[src/rtl/dm_port_arbiter_pkg.sv]
// Shared encodings for the data-memory port arbiter: DM access modes, arbiter
// states and the port-owner select.
package dm_port_arbiter_pkg;

    localparam logic [3:0] DM_WORD           = 4'd0;
    localparam logic [3:0] DM_HALF           = 4'd1;
    localparam logic [3:0] DM_BYTE           = 4'd2;
    localparam logic [3:0] DM_HALF_UNSIGNED  = 4'd3;
    localparam logic [3:0] DM_BYTE_UNSIGNED  = 4'd4;

    typedef enum logic {
        S_CPU = 1'b0,
        S_DMA = 1'b1
    } arb_state_e;

    typedef enum logic [1:0] {
        OWN_NONE = 2'd0,
        OWN_CPU  = 2'd1,
        OWN_DMA  = 2'd2
    } owner_e;

    function automatic logic [7:0] sat_inc8(input logic [7:0] v);
        return (v == 8'hFF) ? v : v + 8'd1;
    endfunction

endpackage

[src/rtl/dm_port_arbiter.sv]
// Arbitrates the single DM/bridge port between the CPU MEM stage (priority owner)
// and a word-wide DMA requester with starvation forcing and capped burst tenure.
module dm_port_arbiter
    import dm_port_arbiter_pkg::*;
#(
    parameter int unsigned STARVE_MAX = 8,
    parameter int unsigned MAX_BURST  = 16
) (
    input  logic        clk,
    input  logic        reset,
    input  logic        cpu_req,
    input  logic        cpu_we,
    input  logic [3:0]  cpu_mode,
    input  logic [31:0] cpu_addr,
    input  logic [31:0] cpu_wdata,
    output logic [31:0] cpu_rdata,
    output logic        cpu_stall,
    input  logic        dma_req,
    input  logic        dma_we,
    input  logic        dma_last,
    input  logic [31:0] dma_addr,
    input  logic [31:0] dma_wdata,
    output logic        dma_gnt,
    output logic [31:0] dma_rdata,
    output logic        mem_we,
    output logic [3:0]  mem_mode,
    output logic [31:0] mem_addr,
    output logic [31:0] mem_wdata,
    input  logic [31:0] mem_rdata
);

    localparam logic [7:0] STARVE_C = 8'(STARVE_MAX);
    localparam logic [7:0] BURST_C  = 8'(MAX_BURST);
    localparam logic       MULTI_BEAT = (MAX_BURST > 1);

    arb_state_e state_q, state_d;
    logic [7:0] wait_q, wait_d;
    logic [7:0] beat_q, beat_d;
    owner_e     owner;
    logic       force_dma;

    always_ff @(posedge clk) begin
        if (reset) begin
            state_q <= S_CPU;
            wait_q  <= 8'd0;
            beat_q  <= 8'd0;
        end else begin
            state_q <= state_d;
            wait_q  <= wait_d;
            beat_q  <= beat_d;
        end
    end

    assign force_dma = (wait_q == STARVE_C);

    always_comb begin
        state_d   = state_q;
        wait_d    = wait_q;
        beat_d    = beat_q;
        owner     = OWN_NONE;
        dma_gnt   = 1'b0;
        cpu_stall = 1'b0;
        case (state_q)
            S_CPU: begin
                // A forced grant only preempts the CPU when DMA is actually asking.
                if (cpu_req && !(force_dma && dma_req)) begin
                    owner  = OWN_CPU;
                    wait_d = dma_req ? sat_inc8(wait_q) : 8'd0;
                end else if (dma_req) begin
                    owner     = OWN_DMA;
                    dma_gnt   = 1'b1;
                    cpu_stall = cpu_req;
                    wait_d    = 8'd0;
                    beat_d    = 8'd1;
                    if (!dma_last && MULTI_BEAT) begin
                        state_d = S_DMA;
                    end
                end else begin
                    wait_d = 8'd0;
                end
            end
            S_DMA: begin
                cpu_stall = cpu_req;
                if (dma_req) begin
                    owner   = OWN_DMA;
                    dma_gnt = 1'b1;
                    beat_d  = beat_q + 8'd1;
                    if (dma_last || (beat_d >= BURST_C)) begin
                        state_d = S_CPU;
                    end
                end
            end
            default: state_d = S_CPU;
        endcase
        // Reset abandons any burst and keeps the port quiet for this cycle.
        if (reset) begin
            owner     = OWN_NONE;
            dma_gnt   = 1'b0;
            cpu_stall = 1'b0;
        end
    end

    always_comb begin
        mem_we    = 1'b0;
        mem_mode  = DM_WORD;
        mem_addr  = 32'd0;
        mem_wdata = 32'd0;
        case (owner)
            OWN_CPU: begin
                mem_we    = cpu_we;
                mem_mode  = cpu_mode;
                mem_addr  = cpu_addr;
                mem_wdata = cpu_wdata;
            end
            OWN_DMA: begin
                mem_we    = dma_we;
                mem_mode  = DM_WORD;
                mem_addr  = {dma_addr[31:2], 2'b00};
                mem_wdata = dma_wdata;
            end
            default: ;
        endcase
    end

    assign cpu_rdata = mem_rdata;
    assign dma_rdata = mem_rdata;

endmodule

[config.mk]
export PLATFORM = sky130hd
export DESIGN_NAME = dm_port_arbiter
export DESIGN_NICKNAME = d
export VERILOG_FILES = /design/src/rtl/dm_port_arbiter_pkg.sv /design/src/rtl/dm_port_arbiter.sv
export SDC_FILE = /design/constraint.sdc
export NUM_CORES = 1
export LEC_CHECK = 0
export CAP_MARGIN = 20
export CORE_AREA = 2 2 119 121
export CTS_CLUSTER_DIAMETER = 40
export DETAILED_ROUTE_END_ITERATION = 12
export DIE_AREA = 0 0 121 123
export SLEW_MARGIN = 5
export SYNTH_ARGS = -nofsm -noshare
export SYNTH_HDL_FRONTEND = slang
export SYNTH_SLANG_ARGS = --single-unit
[constraint.sdc]
create_clock -name clk -period 7.3 [get_ports clk]
set_input_delay 1.825 -clock clk [delete_from_list [all_inputs] [get_ports clk]]
set_output_delay 1.825 -clock clk [all_outputs]
set_load 0.05 [all_outputs]
==> Yosys cells after proc, flatten, opt, wreduce, memory -nomap -nowiden <==
Index checks and enable logic that the tools add are counted.
{ "word_totals": {"memories": 0, "ram_bits": 0, "ff_bits": 17, "elab_cells": 50, "latch_bits": 0, "in_bits": 171, "rom_bits": 0} }
{ "op_classes": {"n_shift": 0, "reduce_logical": 6, "muxes": 29, "add_sub_neg": 2, "div_mod_pow": 0, "order_cmp": 1, "n_bitwise": 1, "eq_ne": 8, "n_mul": 0} }
{ "ops": {"columns": ["operator", "n"], "rows": [
  ["one-hot mux 32 bit (2 select lines)", 2],
  ["two-way mux 8 bit", 6],
  ["adder 8 x 1 -> 8 bit, second input constant", 2],
  ["one-hot mux 8 bit (2 select lines)", 1],
  ["two-way mux 1 bit", 11],
  ["== test 8 x 4 -> 1 bit, second input constant", 1],
  ["== test 8 bit, second input constant", 1],
  ["greater-or-equal comparator 8 x 5 -> 1 bit, second input constant", 1],
  ["one-hot mux 1 bit (2 select lines)", 4],
  ["two-way mux 2 bit", 3],
  ["inequality test 2 bit, second input constant", 3],
  ["two-way mux 4 bit", 1],
  ["one-hot mux 2 bit (2 select lines)", 1],
  ["inequality test 3 bit, second input constant", 1],
  ["AND reduction 3 bit", 1],
  ["== test 2 x 1 -> 1 bit, second input constant", 1],
  ["== test 2 bit, second input constant", 1],
  ["logical AND 1 bit", 2],
  ["AND reduction 2 bit", 1],
  ["logical NOT 1 bit", 1],
  ["logical OR 1 bit", 1],
  ["inverter 1 bit", 1]
]} }

==> Depth between registers and ports, before layout <==
Gate-level depths: netlist of run 1.
{ "logic_depth": {"word_depth": 9, "ltp_mapped": 11, "depth_no_buf": 9} }

==> Worst setup path before layout of run 1 <==
No wires, ideal clock.
{ "synth_path": {"path_kind": "input port to output port", "from": "input reset", "to": "output mem_addr[11]", "arrival_ps": 4805, "slack_ps": 670, "stages": 8, "cell_sequence": "clkbuf_1 nor3_1 inv_1 ha_1 nor2b_1 clkbuf_1 clkbuf_1 a22o_1"} }
{ "synth_between": {"elab_chain_cells": 3, "elab_cells_between_ends": 4, "classes_between": "eq/ne (2); mux (2)"} }
{ "synth_rtl": {"columns": ["element", "line_no", "source"], "rows": [
  ["start: declaration", "dm_port_arbiter.sv:10", "input logic reset,"],
  ["two-way mux 2 bit (*)", "dm_port_arbiter.sv:96", "if (reset) begin"],
  ["== test 2 bit or == test 2 x 1 -> 1 bit (tied branches)", "dm_port_arbiter.sv:108", "case (owner)"],
  ["one-hot mux 32 bit (2 select lines) (*)", "dm_port_arbiter.sv:108", null],
  ["end: declaration", "dm_port_arbiter.sv:27", "output logic [31:0] mem_addr,"]
]} }
Mark *: on every way between the ends. The rest lies on a longest branch, timed or not.

==> Final worst setup path of run 1 <==
{ "layout_path": {"from": "input dma_req", "to": "output mem_wdata[23]"} }
{ "layout_between": {"elab_chain_cells": 8, "elab_cells_between_ends": 10, "classes_between": "eq/ne (2); mux (5); reduce/logical (3)"} }
{ "layout_rtl": {"columns": ["element", "line_no", "source"], "rows": [
  ["start: declaration", "dm_port_arbiter.sv:18", "input logic dma_req,"],
  ["logical AND 1 bit", "dm_port_arbiter.sv:66", "if (cpu_req && !(force_dma && dma_req)) begin"],
  ["logical NOT 1 bit", "dm_port_arbiter.sv:66", null],
  ["logical AND 1 bit", "dm_port_arbiter.sv:66", null],
  ["two-way mux 2 bit", "dm_port_arbiter.sv:66", null],
  ["one-hot mux 2 bit (2 select lines) (*)", "dm_port_arbiter.sv:63", "case (state_q)"],
  ["two-way mux 2 bit (*)", "dm_port_arbiter.sv:96", null],
  ["== test 2 bit or == test 2 x 1 -> 1 bit (tied branches)", "dm_port_arbiter.sv:108", null],
  ["one-hot mux 32 bit (2 select lines) (*)", "dm_port_arbiter.sv:108", null],
  ["end: declaration", "dm_port_arbiter.sv:28", "output logic [31:0] mem_wdata,"]
]} }
Marks and branches as above.

==> results.md, run 1 <==
* Seq/Total Area, Yosys at 0.151
* Die ar. at 0.0149 mm^2
* Final Hold Fails at 0
* Clock Tree Buf Depth at 2
* Antenna violations before repair at 0
* Status: completed
* Top FF cell, synth: dfxtp_1
* Worst-Margin Slew at ~540 ps
* Ys async rst share at 0
* Crit path arrival time at 4670 ps
* 1st-iter DRT viols at 97
* Lkg Pwr at 1.66 nW
* CTS resizes at 0
* Clock sinks at 17
* Number of port buffers at 207
* Crit path top cell by count: buf_12
* Share of cells above drive strength 1 at 0.207
* Final wirelength at between 10,000 and 15,000 um
* Syn_area_per_cell at ~8 um^2
* Max incr delay on CP at around 590 ps
* Synth Cell Area at roughly 0.0023 mm^2
* Vias per cell at between 4 and 5
* Most frequent cells in the layout: 142 x clkdlybuf4s50_1, 63 x a22o_1, 39 x buf_4
* Worst path buffer plus inverter count at 3
* Final number of setup-violating endpoints at 0
* Final worst-path cycle share at 0.890
* Cell count of the worst hold path at 1
* Hold Startpoint: beat_q[7]
* Peak Freq at around 150 MHz
* Initial DRT Pass Iterations at 4
* P&R area growth vs syn at 92.5%
* Crit start category: primary input
* Worst setup EP type: output pin
* Clk_lat worst skew at between 200 and 300 ps
* GRT Total Usage at 0.139
* Cell taking the most area after synthesis: a22o_1
* Reg-to-reg startpoint: wait_q[0]
* RSZ-0062 raised after global routing: no
* Fin Setup TNS at 0 ps
* Vias at roughly 2.6k
* Post-route ant nets at 0
* IO Pins at ~310
* Synth Area in Compound Gates at 0.373
* Delay-heaviest family, CP: buffers and inverters
* Synth area leaders: a22o_1 24%, buf_4 22%, dfxtp_1 15%, ha_1 2.8%, a21oi_1 2.4%
* Cell Chain, Critical Path: clkdlybuf4s50_1, or4b_4, o21bai_4, nor2_1, ha_1, nor2b_4, buf_12, a22o_1, buf_12
* Die Width at 121 um
* Crit-path max FO at 47
* Final Skew at 3.23 ps
* Multiplexer share of the synthesized area at 0.00444
* Worst EP required at 5480 ps
* Synthesized net count at about 460
* Num CTS Buffers at 3
* Routed len/inst at between 15 and 20 um
* FF-to-FF End: beat_q[7]
* Clock transition at the registers of the reported paths at ~50 ps
* Power Dens Cells at 101 mW/mm^2
* FF-to-FF setup slack at around 5500 ps
* Slew Viols, Final at 0
* Htree depth at 1
* Post-CTS Hold Buffers at 0
* Drc violations at 0
* Combinational family with the most area after synthesis: compound AO/OA/AOI/OAI gates
* GPL Wtd Cong at between 0.7 and 0.8
* CTS tree: built
* Hold Crit Class: flip-flop to flip-flop
* Post-Syn Instances at between 200 and 300
* Max Cap Viol at 0
* Design Area, Final at 0.00434 mm^2
* Worst VDD drop at slightly above 0.06 mV
* Yosys reg bits at 17
* Vias in the first global route at 2,651
* Worst path slowest cell: clkdlybuf4s50_1
* Top cell type's share of synthesized area at 0.245
* Synth Area in Simple Gates at 0.169
* Fillcell total at roughly 1.4k
* Design Power at around 0.44 mW
* Post-CTS Setup Bufs at 0
* Core ar. at 0.0136 mm^2
* Commonest non-fill, non-tap cell in the layout: clkdlybuf4s50_1
* Nets at 592
* Num rows at 43
* Min Tclk post-route at 6490 ps
* DP HPWL at roughly 9700 um
* Die Span Y at roughly 120 um
* Max transition margin at 0.642
* Worst hold endpoint: beat_q[7]
* XOR/XNOR Fraction of Synth Area at 0.0194
* Cell Area, Placed at between 0.004 and 0.005 mm^2
* Worst Setup Path Type: primary input to output pin
* Root buf cell: clkbuf_16
* Distinct cells, synth at 46
* Adder-cell share of the synthesized area at 0.0277
* Largest net degree at the start of global routing at 50
* Reg2Reg Depth at 6
* Yosys warns at 0
* Starting Density at 0.166
* Diodes inserted at 0
* Grt ovf at 0
* Post-synth EDFFs at 0
* First-pass GRT wire length at approximately 16,000 um
flip-flops by register name (all words and copies together) (netlist names):
register and cells:
wait_q 8, beat_q 8, state_q 1
area by class of cell:
type | count | area, um^2 | share of cell area
inverter | 7 | 26.3 | 0.00606
multi-input combinational | 176 | 1350 | 0.312
sequential | 17 | 340 | 0.0784
tap | 180 | 225 | 0.0519
timing repair buffer | 211 | 2310 | 0.533
clock buffer | 4 | 78.8 | 0.0182
synth_stat cells (2+ instances only):
cell type / instances
a2111oi_2: 2
a21oi_1: 11
a22o_1: 63
a311oi_1: 4
a31oi_1: 3
and2_1: 8
and3_1: 3
buf_1: 5
buf_4: 65
clkbuf_1: 10
dfxtp_1: 17
ha_1: 5
inv_1: 7
nand2_1: 9
nand2b_1: 3
nand3_1: 7
nand4_1: 3
nor2_1: 13
nor2b_1: 3
nor3_1: 5
o21ai_0: 4
o21ai_2: 2
o31ai_1: 3
xnor2_1: 3
xor2_1: 2
power by group:
| group | total, mW | internal, mW | switching, mW |
|---|---|---|---|
| Combinational | 0.228 | 0.119 | 0.109 |
| Clock | 0.112 | 0.0742 | 0.0373 |
| Sequential | 0.0987 | 0.0946 | 0.00411 |
cells by family after synthesis:
kind of cell	count (synthesis)
buffers and inverters	88
multiplexers	1
AO/OA/AOI/OAI	101
flip-flops	17
AND/OR/NAND/NOR	64
adder cells (fa/ha/maj)	5
XOR/XNOR	5
worst max-delay path by stage:
stage                        from             to  slack (ps)  cells after the start
after floorplan             reset   mem_addr[11]         670                      8
after global placement    dma_req  mem_wdata[23]         770                      9
after detailed placement  dma_req   mem_wdata[7]         760                      9
after CTS                 dma_req  mem_wdata[23]         740                      9
after global routing      dma_req   mem_wdata[4]         600                      9
final                     dma_req  mem_wdata[23]         810                      9
metrics by stage:
| step | setup slack, ps | utilization | cells | hold slack, ps |
|---|---|---|---|---|
| global placement | 768 | 0.313 | 591 | 483 |
| global route | 600 | 0.319 | 595 | 535 |
| finish | 806 | 0.319 | 595 | 514 |
| detailed placement | 764 | 0.313 | 591 | 503 |
| CTS | 742 | 0.319 | 595 | 511 |
| floorplan | 670 | - | 281 | 463 |
routing by layer:
metal | GRT usage | vias to the layer above | wire length, um
met4 | 0.0225 | 0 | 79
met1 | 0.164 | 1215 | 4530
met3 | 0.0687 | 9 | 1470
li1 | - | 1261 | -
met2 | 0.232 | 146 | 5560
met5 | 0 | - | 0
(Power assumes the default switching activity.)
==> run 2: changes to the inputs <==
- PLACE_DENSITY: unset -> 0.62
==> run 2 against run 1 <==
  * Sequential share of layout area hardly changed
  * Global-route usage is 0.28 points lower
  * Hold slack worse by 6.5 ps
  * Total power hardly changed
  * Fmax is 0.28% lower
  * First-iteration DRC count is 5.2% lower
  * Sequential power hardly changed
  * Die area stayed put
  * Flip-flop and latch count stayed put
  * Critical path depth stayed put
  * Register-to-register slack worse by 40 ps
  * Critical endpoint is now mem_we
==> results.md, run 2 (synthesis gave the netlist of run 1 again) <==
* Clock Tree Buf Depth at 2
* Diodes inserted at 0
* Initial DRT Pass Iterations at 4
* Final Hold Fails at 0
* RSZ-0062 raised after global routing: no
* Drc violations at 0
* Post-CTS Setup Bufs at 0
* Root buf cell: clkbuf_16
* CTS resizes at 0
* Worst EP required at between 5000 and 6000 ps
* Vias per cell at 4.52
* Final wirelength at approximately 12,000 um
* Min Tclk post-route at roughly 6500 ps
* Crit path arrival time at around 4700 ps
* Die ar. at about 0.015 mm^2
* Worst VDD drop at between 0.05 and 0.06 mV
* Power Dens Cells at approximately 100 mW/mm^2
* IO Pins at about 310
* Hold Crit Class: flip-flop to flip-flop
* Design Power at roughly 0.44 mW
* Htree depth at 1
* Post-CTS Hold Buffers at 0
* Max transition margin at 0.659
* Vias in the first global route at 2,563
* 1st-iter DRT viols at 92
* Crit-path max FO at 14
* Number of port buffers at approximately 210
* DR WL met3 at approximately 1200 um
* Final worst-path cycle share at 0.892
* Top Metal Used: met5
* First-pass GRT wire length at around 16,000 um
* Status: completed
* Clock transition at the registers of the reported paths at approximately 50 ps
* Num CTS Buffers at 3
* GRT Total Usage at 0.137
* GPL Wtd Cong at slightly above 0.8
* Non-filler instance count after layout at ~600
* Peak Freq at approximately 150 MHz
* Most frequent cells in the layout: 142 x clkdlybuf4s50_1, 63 x a22o_1, 42 x buf_4
* Grt ovf at 0
* Antenna violations before repair at 1
* Crit path top cell by count: buf_4
* Crit start category: primary input
* Layout Utilization at 0.321
* Largest net degree at the start of global routing at 44
* DP HPWL at around 9600 um
* Slew Viols, Final at 0
* Die Span Y at between 100 and 150 um
* Clk_lat worst skew at 250 ps
* Routed len/inst at 19.5 um
* Worst path buffer plus inverter count at 3
* Cell Chain, Critical Path: clkdlybuf4s50_1, or4b_4, o21bai_4, nor2_1, ha_1, nor2b_4, buf_4, a22o_1, buf_4
* Worst Setup Path Type: primary input to output pin
* Post-route ant nets at 0
* Lkg Pwr at ~1.7 nW
* DRT met1 WL at slightly below 5000 um
* Final number of setup-violating endpoints at 0
* CTS tree: built
* Die Width at 121 um
* Worst path slowest cell: clkdlybuf4s50_1
* P&R area growth vs syn at 93.5%
* Share of cells above drive strength 1 at 0.215
* Core ar. at roughly 0.014 mm^2
* Starting Density at 0.166
* Fin Setup TNS at 0 ps
* Vias at between 2k and 3k
* Inst Count DP at 594
* Nets at 595
* Worst setup EP type: output pin
* Delay-heaviest family, CP: buffers and inverters
* Biggest regs: beat_q: 8 flops, wait_q: 8 flops, state_q: 1 flops
* Final Skew at 3.21 ps
* Commonest non-fill, non-tap cell in the layout: clkdlybuf4s50_1
* Max Cap Viol at 0
* Max incr delay on CP at ~590 ps
* Worst-Margin Slew at about 510 ps
* Clock sinks at 17
* Num rows at 43
* Met2 wire len at 5480 um
[run 2: changes by cell type in the layout (fill, tap and decap cells not counted), sizes merged]
cell,previous run,this run
buf,69,72
clkbuf,4,3
clkinv,0,1
[run 2: path summary, 6_finish.rpt]
kind / startpoint / end / slack (ps) / depth (start not counted)
worst min-delay path: beat_q[7] / beat_q[7] / 510 / 1
worst max-delay path: dma_req / mem_we / 790 / 9
worst min register to register: beat_q[7] / beat_q[7] / 510 / 1
worst max register to register: wait_q[0] / beat_q[2] / 5470 / 6
[run 2: stage by stage]
step / hold WS (ps) / worst slack [ps] / area, um^2
2_1_floorplan: 463 / 670 / 2250
3_3_place_gp: 481 / 772 / 4280
3_5_place_dp: 505 / 744 / 4280
4_1_cts: 513 / 752 / 4360
5_1_grt: 537 / 652 / 4360
6_report: 508 / 788 / 4360
[run 2: final cells by class]
type	count	area (um^2)
multi-input cells	176	1350
fillers	1401	9250
well taps	180	225
clock buffers	3	75.1
inverters	7	26.3
clock inverters	1	5.00
flip-flops and latches	17	340
repair buffers	214	2340
[run 2: report_power, final]
part	internal (mW)	switching, mW	total (mW)
logic	0.120	0.109	0.229
clock network	0.0733	0.0371	0.110
registers	0.0946	0.00408	0.0987
total	0.288	0.150	0.438
[run 2: routing by layer]
layer | global-route usage | vias up
met3 | 0.0475 | 8
li1 | - | 1267
met1 | 0.179 | 1290
met4 | 0.0233 | 2
met2 | 0.220 | 136
met5 | 0 | -
